<file path="src/rtl/mem_mode_sequencer.sv">
// mem_mode_sequencer: owns the single-port data memory and time-shares it between
// the UART receiver (load), the UART transmitter (dump) and the image processor (run).
//
// Handshake semantics: cmd_*, rx_done_tick, tx_done_tick and cpu_done are
// single-cycle pulses sampled on the rising clock edge with no backpressure;
// tx_start is a single-cycle request and tx_done_tick later marks the byte as sent.
module mem_mode_sequencer #(
    parameter int LEN    = 16384,
    parameter int ADDR_W = 16,
    parameter int DATA_W = 16
) (
    input  logic              clk,
    input  logic              reset,
    input  logic              cmd_load,
    input  logic              cmd_dump,
    input  logic              cmd_run,
    input  logic              cmd_idle,
    input  logic              rx_done_tick,
    input  logic [7:0]        rx_data,
    output logic              tx_start,
    output logic [7:0]        tx_data,
    input  logic              tx_done_tick,
    input  logic [ADDR_W-1:0] cpu_addr,
    input  logic [DATA_W-1:0] cpu_wdata,
    input  logic              cpu_we,
    input  logic              cpu_done,
    output logic [DATA_W-1:0] cpu_rdata,
    output logic              cpu_clk_en,
    output logic [ADDR_W-1:0] mem_addr,
    output logic [DATA_W-1:0] mem_wdata,
    output logic              mem_we,
    output logic              mem_en,
    input  logic [DATA_W-1:0] mem_rdata,
    output logic [1:0]        mode,
    output logic              busy,
    output logic              done,
    output logic [7:0]        led,
    output logic [2:0]        dbg_state
);

    // count needs one extra bit so it can hold LEN itself without wrapping
    localparam int CNT_W = ADDR_W + 1;
    localparam logic [CNT_W-1:0] CNT_LAST = CNT_W'(LEN - 1);

    typedef enum logic [2:0] {
        S_IDLE      = 3'd0,
        S_LOAD      = 3'd1,
        S_RUN       = 3'd2,
        S_DUMP_RD   = 3'd3,
        S_DUMP_WT   = 3'd4,
        S_DUMP_SEND = 3'd5,
        S_DUMP_WTX  = 3'd6
    } state_t;

    state_t            state_q, state_d;
    logic [CNT_W-1:0]  count_q, count_d;
    logic [ADDR_W-1:0] mem_addr_q, mem_addr_d;
    logic [DATA_W-1:0] mem_wdata_q, mem_wdata_d;
    logic              mem_we_q, mem_we_d;
    logic              mem_en_q, mem_en_d;
    logic              tx_start_q, tx_start_d;
    logic [7:0]        tx_data_q, tx_data_d;
    logic              done_q, done_d;
    logic              hold_q, hold_d;
    logic [1:0]        mode_q, mode_d;
    logic              busy_q, busy_d;
    logic              clk_en_q, clk_en_d;
    logic [7:0]        led_q, led_d;
    logic              cmd_any;
    logic              run_mode;

    assign cmd_any  = cmd_idle | cmd_load | cmd_dump | cmd_run;
    assign run_mode = (state_q == S_RUN);

    // Next-state and next registered-output logic; abort has top priority
    always_comb begin
        state_d     = state_q;
        count_d     = count_q;
        mem_addr_d  = mem_addr_q;
        mem_wdata_d = mem_wdata_q;
        mem_we_d    = 1'b0;
        mem_en_d    = 1'b0;
        tx_start_d  = 1'b0;
        tx_data_d   = tx_data_q;
        done_d      = 1'b0;
        // the completion pattern on the LEDs holds until the next command pulse
        hold_d      = hold_q & ~cmd_any;

        if (cmd_idle) begin
            state_d = S_IDLE;
            count_d = '0;
        end else begin
            case (state_q)
                S_IDLE: begin
                    if (cmd_load) begin
                        state_d = S_LOAD;
                        count_d = '0;
                    end else if (cmd_dump) begin
                        state_d = S_DUMP_RD;
                        count_d = '0;
                    end else if (cmd_run) begin
                        state_d = S_RUN;
                    end
                end
                S_LOAD: begin
                    if (rx_done_tick) begin
                        mem_addr_d  = count_q[ADDR_W-1:0];
                        mem_wdata_d = DATA_W'(rx_data);
                        mem_we_d    = 1'b1;
                        mem_en_d    = 1'b1;
                        count_d     = count_q + CNT_W'(1);
                        if (count_q == CNT_LAST) begin
                            state_d = S_IDLE;
                            done_d  = 1'b1;
                            hold_d  = 1'b1;
                        end
                    end
                end
                S_RUN: begin
                    if (cpu_done) begin
                        state_d = S_IDLE;
                        done_d  = 1'b1;
                        hold_d  = 1'b1;
                    end
                end
                S_DUMP_RD: begin
                    mem_addr_d = count_q[ADDR_W-1:0];
                    mem_en_d   = 1'b1;
                    state_d    = S_DUMP_WT;
                end
                S_DUMP_WT: begin
                    // RAM samples the read address on this edge; data arrives next cycle
                    state_d = S_DUMP_SEND;
                end
                S_DUMP_SEND: begin
                    tx_data_d  = mem_rdata[7:0];
                    tx_start_d = 1'b1;
                    state_d    = S_DUMP_WTX;
                end
                S_DUMP_WTX: begin
                    if (tx_done_tick) begin
                        count_d = count_q + CNT_W'(1);
                        if (count_q == CNT_LAST) begin
                            state_d = S_IDLE;
                            done_d  = 1'b1;
                            hold_d  = 1'b1;
                        end else begin
                            state_d = S_DUMP_RD;
                        end
                    end
                end
                default: begin
                    state_d = S_IDLE;
                    count_d = '0;
                end
            endcase
        end

        // status outputs follow the state being entered so they register in step with it
        mode_d = 2'b00;
        led_d  = 8'h80;
        case (state_d)
            S_LOAD: begin
                mode_d = 2'b01;
                led_d  = 8'hF0;
            end
            S_RUN: begin
                mode_d = 2'b10;
                led_d  = 8'(cpu_addr);
            end
            S_DUMP_RD, S_DUMP_WT, S_DUMP_SEND, S_DUMP_WTX: begin
                mode_d = 2'b11;
                led_d  = 8'h0F;
            end
            default: begin
                mode_d = 2'b00;
                led_d  = 8'h80;
            end
        endcase
        if (hold_d) begin
            led_d = 8'hAA;
        end
        busy_d   = (state_d != S_IDLE);
        clk_en_d = (state_d == S_RUN);
    end

    // State and registered outputs
    always_ff @(posedge clk or negedge reset) begin
        if (!reset) begin
            state_q     <= S_IDLE;
            count_q     <= '0;
            mem_addr_q  <= '0;
            mem_wdata_q <= '0;
            mem_we_q    <= 1'b0;
            mem_en_q    <= 1'b0;
            tx_start_q  <= 1'b0;
            tx_data_q   <= 8'h00;
            done_q      <= 1'b0;
            hold_q      <= 1'b0;
            mode_q      <= 2'b00;
            busy_q      <= 1'b0;
            clk_en_q    <= 1'b0;
            led_q       <= 8'h80;
        end else begin
            state_q     <= state_d;
            count_q     <= count_d;
            mem_addr_q  <= mem_addr_d;
            mem_wdata_q <= mem_wdata_d;
            mem_we_q    <= mem_we_d;
            mem_en_q    <= mem_en_d;
            tx_start_q  <= tx_start_d;
            tx_data_q   <= tx_data_d;
            done_q      <= done_d;
            hold_q      <= hold_d;
            mode_q      <= mode_d;
            busy_q      <= busy_d;
            clk_en_q    <= clk_en_d;
            led_q       <= led_d;
        end
    end

    // In RUN the processor drives the RAM port directly with no added latency
    assign mem_addr   = run_mode ? cpu_addr  : mem_addr_q;
    assign mem_wdata  = run_mode ? cpu_wdata : mem_wdata_q;
    assign mem_we     = run_mode ? cpu_we    : mem_we_q;
    assign mem_en     = run_mode ? 1'b1      : mem_en_q;
    assign cpu_rdata  = mem_rdata;
    assign cpu_clk_en = clk_en_q;
    assign tx_start   = tx_start_q;
    assign tx_data    = tx_data_q;
    assign mode       = mode_q;
    assign busy       = busy_q;
    assign done       = done_q;
    assign led        = led_q;
    assign dbg_state  = state_q;

endmodule

</file>
<file path="config.mk">
export PLATFORM = sky130hd
export DESIGN_NAME = mem_mode_sequencer
export DESIGN_NICKNAME = d
export VERILOG_FILES = /design/src/rtl/mem_mode_sequencer.sv
export SDC_FILE = /design/constraint.sdc
export NUM_CORES = 1
export LEC_CHECK = 0
export ABC_AREA = 1
export CORE_MARGIN = 4
export CORE_UTILIZATION = 45
export CTS_BUF_LIST = sky130_fd_sc_hd__clkbuf_4 sky130_fd_sc_hd__clkbuf_8 sky130_fd_sc_hd__clkbuf_16
export CTS_CLUSTER_DIAMETER = 80
export CTS_CLUSTER_SIZE = 14
export DETAILED_ROUTE_END_ITERATION = 12
export DONT_BUFFER_PORTS = 1
export PLACE_DENSITY = 0.59
export SKIP_LAST_GASP = 1
export SLEW_MARGIN = 30
export SYNTH_ARGS = -nofsm -noshare
export SYNTH_HDL_FRONTEND = slang
export SYNTH_SLANG_ARGS = --single-unit
export TNS_END_PERCENT = 30
</file>
<file path="constraint.sdc">
create_clock -name clk -period 2.4 [get_ports clk]
set_input_delay 0.24 -clock clk [delete_from_list [all_inputs] [get_ports clk]]
set_output_delay 0.24 -clock clk [all_outputs]
set_load 0.01 [all_outputs]
</file>
==> results.py <==
metrics = {
    "sta": {
        "worst_slew_margin_rel_pct": 71.8,
        "number_of_max_slew_violations_in_the_final_report": 0,
        "minimum_setup_slack_in_the_final_design_ns": 0.218,
        "fmax_mhz": 458,
        "finalHoldViolations": 0,
        "worst-slew-pin-transition_ns": 0.419,
        "setup_total_negative_slack_ns": 0,
        "final.period_utilization_pct": 90.9,
        "setup_skew_after_layout_ns": 0.00846,
        "timing.final.crit_period_ns": 2.18,
        "finalSetupViolations": 0,
        "rsz0062_at_grt": "false",
    },
    "clock_tree": {
        "number_of_cells_upsized_or_downsized_after_cts": 0,
        "cts_made_buffers": 9,
        "cts_root_buf": "clkbuf_8",
        "cts-root-to-sink-buffers": 2,
        "cts_sinks": 69,
        "worstSkewPairLatency_ns": 0.34,
        "cts_tree": "yes",
        "htree_num_levels": 3,
        "path_clk_slew_ns": 0.07,
    },
    "cells_and_area": {
        "finish.net_count": 501,
        "antenna_cells_inserted": 0,
        "post_route_cells_drive_above_1_share_pct": 17.1,
        "layout-area-overhead-vs-synth_pct": 5.94,
        "filler_cell_count": 809,
    },
    "detailed_routing": {
        "first_iter_violations": 144,
        "detail_route.vias_per_cell": 5.21,
        "drt_pre_antenna_iters": 4,
        "dr_total_vias": 2821,
        "totalWireLength_um": 8500,
        "route.detailed.wl_per_inst_um": 15.7,
        "ant_nets": 0,
        "detail_route.drc_violations": 0,
    },
    "grt": {
        "grt_antenna_before_repair": 0,
        "grt_pass1_wl_um": 14100,
        "vias_in_the_first_global_route": 2746,
        "overflow": 0,
        "grt_start_max_net_pins": 70,
        "gr-usage-all-layers_pct": 18.2,
    },
    "synth": {
        "synth_area_leaders": "dfrtp_1 (47%), nand2_1 (12%), mux2_2 (6.2%), inv_1 (4.7%), nor2_1 (4.1%)",
        "most_instantiated_library_cell_after_synthesis": "nand2_1",
        "synth_fp_nets": 509,
        "synth_seq_area_share_pct": 47.7,
        "asyncSetResetFlopFracSynth_pct": 100,
        "synth_seq_cells": 69,
        "synth-edff-count": 0,
        "synth_cell_types": 32,
        "postSynthCellCount": 442,
        "synth_area_leader_cell": "dfrtp_1",
        "postSynthAreaPerCell_um2": 8.20,
        "synthesis.area_mm2": 0.00362,
        "yosys_warning_total": 0,
        "synthFlopType": "dfrtp_1",
        "synth_common_cells": "nand2_1 (117), dfrtp_1 (68), inv_1 (45), nor2_1 (40), nand3_1 (23)",
        "synth_largest_type_area_fraction_pct": 47.0,
    },
    "pwr": {
        "ir_worst_vdd_uv": 219,
        "power.density_cell_area_mw_per_mm2": 756,
        "power.leakage_nw": 1.93,
    },
    "floorplanning": {
        "initial_utilization_pct": 46.6,
        "ioPinCount": 141,
        "fp-row-count": 32,
        "fp.coreArea_mm2": 0.00777,
        "fp.dieArea_mm2": 0.00955,
        "die_height_um": 97.7,
        "die_w_um": 97.7,
    },
    "place": {
        "dp.final_hpwl_um": 6300,
        "gpl.final_weighted_congestion": 0.900,
        "preCtsSetupSlack_ns": 0.421,
        "portBuffers": 0,
    },
    "run_status": {
        "run_status": "finished clean",
    },
    "critical_path": {
        "critPathSlowestCell": "dfrtp_1",
        "crit_path_cell_trace": "inv_2 -> nor2_4 -> nand2_2 -> buf_4 -> mux2_2",
        "worstPathArrival_ns": 1.94,
        "cp.required_ns": 2.16,
        "critical_path_peak_fanout": 39,
        "startpoint_type": "flop",
        "max_stage_delay_ns": 0.50,
        "end_kind": "output pin",
        "timing.setup.critical_path_class": "reg2out",
    },
    "min_path": {
        "holdCritPathClass": "in2reg",
    },
    "flow_run": {
        "cap_viol_max_count": 0,
    },
}
-- registers in the layout, summed over array words and instances (netlist names) --
signal       count
count_q         17
mem_addr_q      16
led              8
mem_wdata_q      8
tx_data          8
dbg_state        3
mode             2
busy             1
cpu_clk_en       1
done             1
hold_q           1
mem_en_q         1
mem_we_q         1
tx_start         1
-- stage by stage --
stage / instances / power, mW / cell area, um^2 / util [%] / hold WS, ns
finish: 541 / 2.90 / 3840 / 49.4 / 0.0228
global route: 541 / 3.07 / 3840 / 49.4 / 0.00562
CTS: 541 / 2.94 / 3840 / 49.4 / 0.00345
detailed placement: 522 / 2.01 / 3600 / 46.4 / -0.0535
global placement: 522 / 2.00 / 3600 / 46.4 / -0.0539
floorplan: 442 / 1.94 / 3620 / - / -0.0556
-- power breakdown --
| group | total (mW) | leakage [nW] | internal (mW) | switching [mW] |
|---|---|---|---|---|
| logic | 0.563 | 0.916 | 0.197 | 0.366 |
| clock network | 0.880 | 0.0925 | 0.454 | 0.426 |
| registers | 1.46 | 0.926 | 1.32 | 0.137 |
-- critical path, delay by kind of cell, from the launching register on --
| family | cells | cell delay (ns) |
|---|---|---|
| buf+inv | 2 | 0.50 |
| flops | 1 | 0.50 |
| simple gates | 2 | 0.14 |
| mux | 1 | 0.44 |
-- layer usage --
| layer | vias to the layer above | wire [um] | track usage [%] |
|---|---|---|---|
| li1 | 1374 | - | - |
| met2 | 100 | 3950 | 29.2 |
| met5 | - | 0 | 0 |
| met3 | 21 | 521 | 4.31 |
| met4 | 0 | 192 | 7.67 |
| met1 | 1326 | 3830 | 23.7 |
-- path summary, 6_finish.rpt --
path | endpoint | cells past startpoint | slack, ns | startpoint
max | mem_addr[6] | 5 | 0.22 | dbg_state[1]
min | mem_wdata_q[4] | 2 | 0.02 | rx_data[4]
max reg2reg | count_q[3] | 9 | 0.38 | dbg_state[1]
min reg2reg | mem_wdata_q[7] | 2 | 0.47 | mem_wdata_q[7]
max in group asynchronous | led[7] | 2 | 1.61 | reset
min in group asynchronous | tx_data[4] | 2 | 0.47 | reset
-- layout make-up --
| cell class | instances | area (um^2) | area share, % |
|---|---|---|---|
| clock buffers | 13 | 166 | 4.34 |
| clock inverters | 3 | 20.0 | 0.522 |
| inverters | 51 | 191 | 4.99 |
| multi-input cells | 297 | 1530 | 40.0 |
| flip-flops and latches | 69 | 1730 | 45.0 |
| well taps | 102 | 128 | 3.33 |
| repair buffers | 6 | 70.1 | 1.83 |
-- kinds of logic (layout without fill, tap and decap cells) --
| logic type | count (synthesis) | count (layout) | synth area share, % |
|---|---|---|---|
| buffers and inverters | 76 | 73 | 9.95 |
| and+or+nand+nor | 216 | 216 | 26.8 |
| xor gates and xnor gates | 1 | 1 | 0.242 |
| AOI/OAI and AO/OA | 59 | 59 | 8.74 |
| adders and majority gates | 1 | 1 | 0.345 |
| DFF | 69 | 69 | 47.7 |
| muxes | 20 | 20 | 6.22 |
-- layout by cell type (no fill, tap or decap), types with 2 or more instances in the layout --
cell,n
nand2_1,117
dfrtp_1,68
inv_1,45
nor2_1,40
nand3_1,23
a21oi_1,22
mux2_2,20
o21ai_0,19
clkbuf_8,11
o21ai_1,10
nand2_2,8
nor2_2,8
inv_2,6
nand4_1,5
nor3_1,4
nor2_4,3
nand2_4,3
nand3_2,3
buf_4,3
o21a_1,2
a31oi_1,2
clkinvlp_4,2
clkbuf_4,2
dlygate4sd3_1,2
-- repair_timing --
| item | in CTS | in global routing |
|---|---|---|
| endpoints found under the hold margin | 72 | 0 |
| setup buffers | 0 | 0 |
| hold buffers | 3 | 0 |
(Power assumes the default switching activity.)
